`src/rtl/fetch_unit.sv`:
```
// Instruction fetch unit: one outstanding imem request feeding a two-entry queue toward if_id.
// Optional FETCH_QUEUE_BYPASS_EN forwards an ack straight to out_* when the queue is empty.
module fetch_unit #(
    parameter logic [31:0] RESET_PC = 32'h0000_0000,
    parameter int          QDEPTH   = 2
) (
    input  logic        clk,
    input  logic        rst,
    output logic        imem_req,
    output logic [31:0] imem_addr,
    input  logic        imem_ack,
    input  logic [31:0] imem_rdata,
    output logic        out_valid,
    output logic [31:0] out_pc,
    output logic [31:0] out_inst,
    input  logic        out_ready,
    input  logic        redirect,
    input  logic [31:0] redirect_pc,
    output logic [1:0]  dbgState
);

    typedef enum logic [1:0] {
        IDLE  = 2'd0,
        WAIT  = 2'd1,
        DRAIN = 2'd2
    } fetchState_e;

    localparam logic [1:0] QD = 2'(QDEPTH);

    fetchState_e state, stateNext;
    logic [31:0] fetchPc, fetchPcNext;
    logic [31:0] reqAddr;
    logic        reqLoad;
    logic        runEn;
    logic        ackData;
    logic        bypassHit;
    logic        pop;
    logic [1:0]  count, countNext;
    logic [31:0] pcQ0, pcQ1, instQ0, instQ1;
    logic [31:0] pcQ0Next, pcQ1Next, instQ0Next, instQ1Next;

    assign dbgState = state;

    // Request side: imem_req rises in the IDLE cycle that finds room and is then held, with
    // the same address, until the memory acks; a transfer completes on imem_ack alone.
    // Output side: an entry leaves the queue on any cycle with out_valid & out_ready.
    always_comb begin
        stateNext   = state;
        fetchPcNext = fetchPc;
        reqLoad     = 1'b0;
        ackData     = 1'b0;
        imem_req    = 1'b0;
        imem_addr   = reqAddr;
        case (state)
            IDLE: begin
                if (runEn && (count < QD)) begin
                    imem_req  = 1'b1;
                    imem_addr = fetchPc;
                    reqLoad   = 1'b1;
                    stateNext = redirect ? DRAIN : WAIT;
                end
            end
            WAIT: begin
                imem_req = 1'b1;
                if (imem_ack) begin
                    if (!redirect) begin
                        ackData     = 1'b1;
                        fetchPcNext = fetchPc + 32'd4;
                    end
                    stateNext = IDLE;
                end else if (redirect) begin
                    stateNext = DRAIN;
                end
            end
            DRAIN: begin
                imem_req = 1'b1;
                if (imem_ack) begin
                    stateNext = IDLE;
                end
            end
            default: stateNext = IDLE;
        endcase
        if (redirect) begin
            fetchPcNext = redirect_pc & 32'hFFFF_FFFC;
        end
    end

`ifdef FETCH_QUEUE_BYPASS_EN
    assign bypassHit = ackData && (count == 2'd0);
    assign out_valid = (count != 2'd0) || bypassHit;
    assign out_pc    = bypassHit ? reqAddr    : pcQ0;
    assign out_inst  = bypassHit ? imem_rdata : instQ0;
`else
    assign bypassHit = 1'b0;
    assign out_valid = (count != 2'd0);
    assign out_pc    = pcQ0;
    assign out_inst  = instQ0;
`endif

    assign pop = (count != 2'd0) && out_ready;

    // Slot 0 is always the head; popping the last entry leaves its contents in place so
    // out_pc/out_inst keep showing the most recent instruction while out_valid is low.
    always_comb begin
        countNext  = count;
        pcQ0Next   = pcQ0;
        pcQ1Next   = pcQ1;
        instQ0Next = instQ0;
        instQ1Next = instQ1;
        if (redirect) begin
            countNext = 2'd0;
        end else begin
            case (count)
                2'd0: begin
                    if (ackData) begin
                        pcQ0Next   = reqAddr;
                        instQ0Next = imem_rdata;
                        countNext  = (bypassHit && out_ready) ? 2'd0 : 2'd1;
                    end
                end
                2'd1: begin
                    if (ackData && pop) begin
                        pcQ0Next   = reqAddr;
                        instQ0Next = imem_rdata;
                    end else if (pop) begin
                        countNext = 2'd0;
                    end else if (ackData) begin
                        pcQ1Next   = reqAddr;
                        instQ1Next = imem_rdata;
                        countNext  = 2'd2;
                    end
                end
                default: begin
                    if (pop) begin
                        pcQ0Next   = pcQ1;
                        instQ0Next = instQ1;
                        if (ackData) begin
                            pcQ1Next   = reqAddr;
                            instQ1Next = imem_rdata;
                        end else begin
                            countNext = 2'd1;
                        end
                    end
                end
            endcase
        end
    end

    always_ff @(posedge clk or negedge rst) begin
        if (!rst) begin
            state   <= IDLE;
            fetchPc <= RESET_PC;
            reqAddr <= RESET_PC;
            runEn   <= 1'b0;
            count   <= 2'd0;
            pcQ0    <= 32'd0;
            pcQ1    <= 32'd0;
            instQ0  <= 32'd0;
            instQ1  <= 32'd0;
        end else begin
            state   <= stateNext;
            fetchPc <= fetchPcNext;
            runEn   <= 1'b1;
            if (reqLoad) begin
                reqAddr <= fetchPc;
            end
            count   <= countNext;
            pcQ0    <= pcQ0Next;
            pcQ1    <= pcQ1Next;
            instQ0  <= instQ0Next;
            instQ1  <= instQ1Next;
        end
    end

endmodule
```
`config.mk`:
```
export PLATFORM = sky130hd
export DESIGN_NAME = fetch_unit
export DESIGN_NICKNAME = d
export VERILOG_FILES = /design/src/rtl/fetch_unit.sv
export SDC_FILE = /design/constraint.sdc
export NUM_CORES = 1
export LEC_CHECK = 0
export CAP_MARGIN = 20
export CORE_MARGIN = 5
export CORE_UTILIZATION = 45
export DETAILED_ROUTE_END_ITERATION = 10
export GPL_ROUTABILITY_DRIVEN = 1
export PLACE_DENSITY_LB_ADDON = 0.3
export SLEW_MARGIN = 5
export SYNTH_ARGS = -nofsm -noshare
export SYNTH_HDL_FRONTEND = slang
export SYNTH_SLANG_ARGS = --single-unit
```
`constraint.sdc`:
```
create_clock -name clk -period 4.4 [get_ports clk]
set_input_delay 1.32 -clock clk [delete_from_list [all_inputs] [get_ports clk]]
set_output_delay 1.32 -clock clk [all_outputs]
set_load 0.01 [all_outputs]
```
==> flow_metrics.py, run 1 <==
metrics = {
    "timing": {
        "period_share": 0.9198,
        "tightest_slew_ns": 0.8818,
        "fin_crit_ns": 4.047,
        "rsz0062_at_grt": "false",
        "tns_ns": 0,
        "setup_viol": 0,
        "skew_ns": 0.008237,
        "max-slew-margin-rel": 0.4121,
        "slew_viol_final": 0,
        "clock.fmax_mhz": 247.1,
        "finalHoldViolCount": 0,
        "worst_slack_ns": 0.3529,
    },
    "cells_and_area": {
        "area_growth_pct": 27.37,
        "antenna_cells": 0,
        "final_core_util": 0.5865,
        "nNetsFinal": 961,
        "multi_input_area_um2": 3662,
        "drive_above_1_share": 0.1759,
        "fill_cells": 1606,
        "regArea_um2": 4733,
        "final_area_um2": 11080,
    },
    "grt": {
        "antenna_found_initial": 1,
        "grt_overflow": 0,
        "grt_usage": 0.1764,
        "grt_start_max_net_pins": 101,
        "grt_pass1_vias": 5938,
        "grt_pass1_wl_mm": 30.84,
    },
    "yosys": {
        "ys_ff_latch": 189,
        "ys.flop_type": "dfrtp_1",
        "async_flop_share": 1.000,
        "yosys_warnings": 0,
        "avgSynthCellArea_um2": 11.79,
        "syn_area_um2": 8700,
        "ys_seq_area_frac": 0.5437,
        "netlist_instances": 738,
        "synth.distinct_cells": 42,
        "synth-edff-count": 0,
    },
    "power": {
        "leakagePower_nw": 4.721,
        "powerDensity_nw_per_um2": 571.3,
        "ir_worst_vdd_v": 0.0003377,
    },
    "worst_setup_path": {
        "crit_fanout": 45,
        "crit_arrival_ns": 2.73,
        "setup.worst_path.end_class": "output pin",
        "start_kind": "register",
        "crit_required_ns": 3.08,
        "path_class": "reg -> out",
    },
    "die": {
        "num_rows": 50,
        "die_y_um": 149.0,
        "die_width_um": 149.0,
        "core_um2": 18890,
        "io_pins": 169,
        "start_util": 0.4605,
        "fp.dieArea_um2": 22210,
    },
    "detailed_routing": {
        "dr.pass1.iters": 4,
        "antenna_left": 0,
        "num_vias": 5911,
        "drtIter0Drc": 272,
        "wl_per_cell_um": 16.59,
        "via_per_inst": 5.104,
        "finalWirelength_mm": 19.22,
        "drc": 0,
    },
    "hold_path": {
        "min_path_type": "reg -> reg",
    },
    "cts": {
        "clock_latency_ns": 0.42,
        "cts_tree": "built",
        "cts.sinks": 189,
        "cts_max_level": 4,
        "clock_path_buffers": 2,
        "clk_pin_slew_ns": 0.06,
        "clock-root-buffer": "clkbuf_16",
        "post_cts_resized": 0,
        "cts-buffers-inserted": 17,
        "post-cts-setup-buffers": 0,
        "cts_hold_buf": 0,
    },
    "place": {
        "place_ws_ns": 0.5662,
        "finalWeightedCongestion": 0.7724,
        "hpwl_mm": 12.85,
        "numPortBuffers": 162,
        "placed_area_um2": 10500,
    },
    "status": {
        "status": "finished clean",
    },
    "flow_run": {
        "max_cap_viol_count": 0,
    },
}
==> cells by family after synthesis <==
group | count (synthesis) | share of synthesized area
buf+inv | 59 | 0.03768
compound gates | 110 | 0.06530
mux | 180 | 0.2239
flops | 189 | 0.5437
simple gates | 163 | 0.09075
xor+xnor | 29 | 0.02920
fa+ha+maj | 6 | 0.008629
other cells | 2 | 0.0008633
==> synth_stat cells, types with 3 or more instances <==
master	count	area share
nand2_1	43	0.019
nor2_1	71	0.031
buf_2	16	0.0092
o21ai_0	36	0.021
nor4_1	3	0.0022
and3_1	3	0.0022
nand4_1	11	0.0079
nor3_1	3	0.0017
inv_1	11	0.0047
ha_1	6	0.0086
a21oi_1	68	0.039
dfrtp_1	189	0.54
and2_1	3	0.0022
xor2_1	14	0.014
xnor2_1	15	0.015
mux2_2	101	0.13
clkbuf_1	13	0.0056
buf_6	6	0.0078
mux2i_1	63	0.072
mux2_1	16	0.021
nand3_1	10	0.0058
buf_4	11	0.0095
==> stage by stage <==
stage / power [mW] / cells / hold WS, ns
after floorplan: 3.596 / 741 / 0.4640
after global placement: 4.817 / 1127 / 0.4728
after detailed placement: 4.855 / 1127 / 0.4818
after CTS: 6.408 / 1158 / 0.4967
after global routing: 6.713 / 1158 / 0.5060
final: 6.330 / 1158 / 0.4921
==> power breakdown <==
group / switching (mW) / internal, mW / leakage [nW]
combinational: 0.955 / 1.32 / 2.06
sequential: 0.319 / 2.20 / 2.37
clock: 0.647 / 0.882 / 0.287
total: 1.92 / 4.41 / 4.72
==> path summary, 6_finish.rpt <==
check	from	to	slack, ns	cells after the start
setup / recovery	count[1]	imem_addr[29]	0.35	4
max in group asynchronous	rst	out_pc[3]	2.53	2
setup reg to reg	count[1]	pcQ1[26]	1.37	6
hold reg to reg	pcQ1[27]	pcQ1[27]	0.49	1
hold / removal	pcQ1[27]	pcQ1[27]	0.49	1
min in group asynchronous	rst	instQ1[21]	0.96	1
==> worst max-delay path: stages, from the launching register on <==
cell             delay (ns)
dfrtp_4                0.70
nand3b_1               0.19
buf_4                  0.44
mux2_2                 0.40
clkdlybuf4s50_1        0.53
==> sequential cells by signal, summed over array words and instances (netlist names) <==
signal and cells:
pcQ1 30, fetchPc 30, instQ1 32, count 2
dbgState 2, out_inst 32, reqAddr 30, out_pc 30
runEn 1
==> cells in the final DEF, fill, tap and decap left out, types with 3 or more instances in the layout <==
master,count
o21ai_0,36
a21oi_1,68
nand2_1,43
buf_4,10
xor2_1,14
clkbuf_16,17
clkinv_2,3
dfrtp_1,188
inv_1,11
clkdlybuf4s50_1,160
and2_1,3
and3_1,3
mux2_1,16
nor4_1,3
ha_1,6
nand3_1,10
xnor2_1,15
mux2i_1,63
nor3_1,3
clkbuf_8,4
nor2_1,71
mux2_2,101
nand4_1,11
conb_1,5
==> routing by layer <==
metal,GRT usage,share of wire
met3,0.03737,0.050
met2,0.2720,0.46
met5,0,0.00057
met1,0.2521,0.48
met4,0.05263,0.013
==> final cells by class <==
| type | count | area share |
|---|---|---|
| flip-flops and latches | 189 | 0.4272 |
| clock inverters | 9 | 0.009824 |
| well taps | 260 | 0.02936 |
| repair buffers | 174 | 0.1566 |
| clock buffers | 22 | 0.04280 |
| inverters | 11 | 0.003726 |
| multi-input cells | 493 | 0.3305 |
No activity file was read; power rests on OpenSTA's default activity.
==> inputs of run 2 (changes only) <==
Settings changed: CTS_CLUSTER_DIAMETER set to 30.
==> results of run 2 <==
No change in the layout: final DEF, timing and power equal those of run 1.
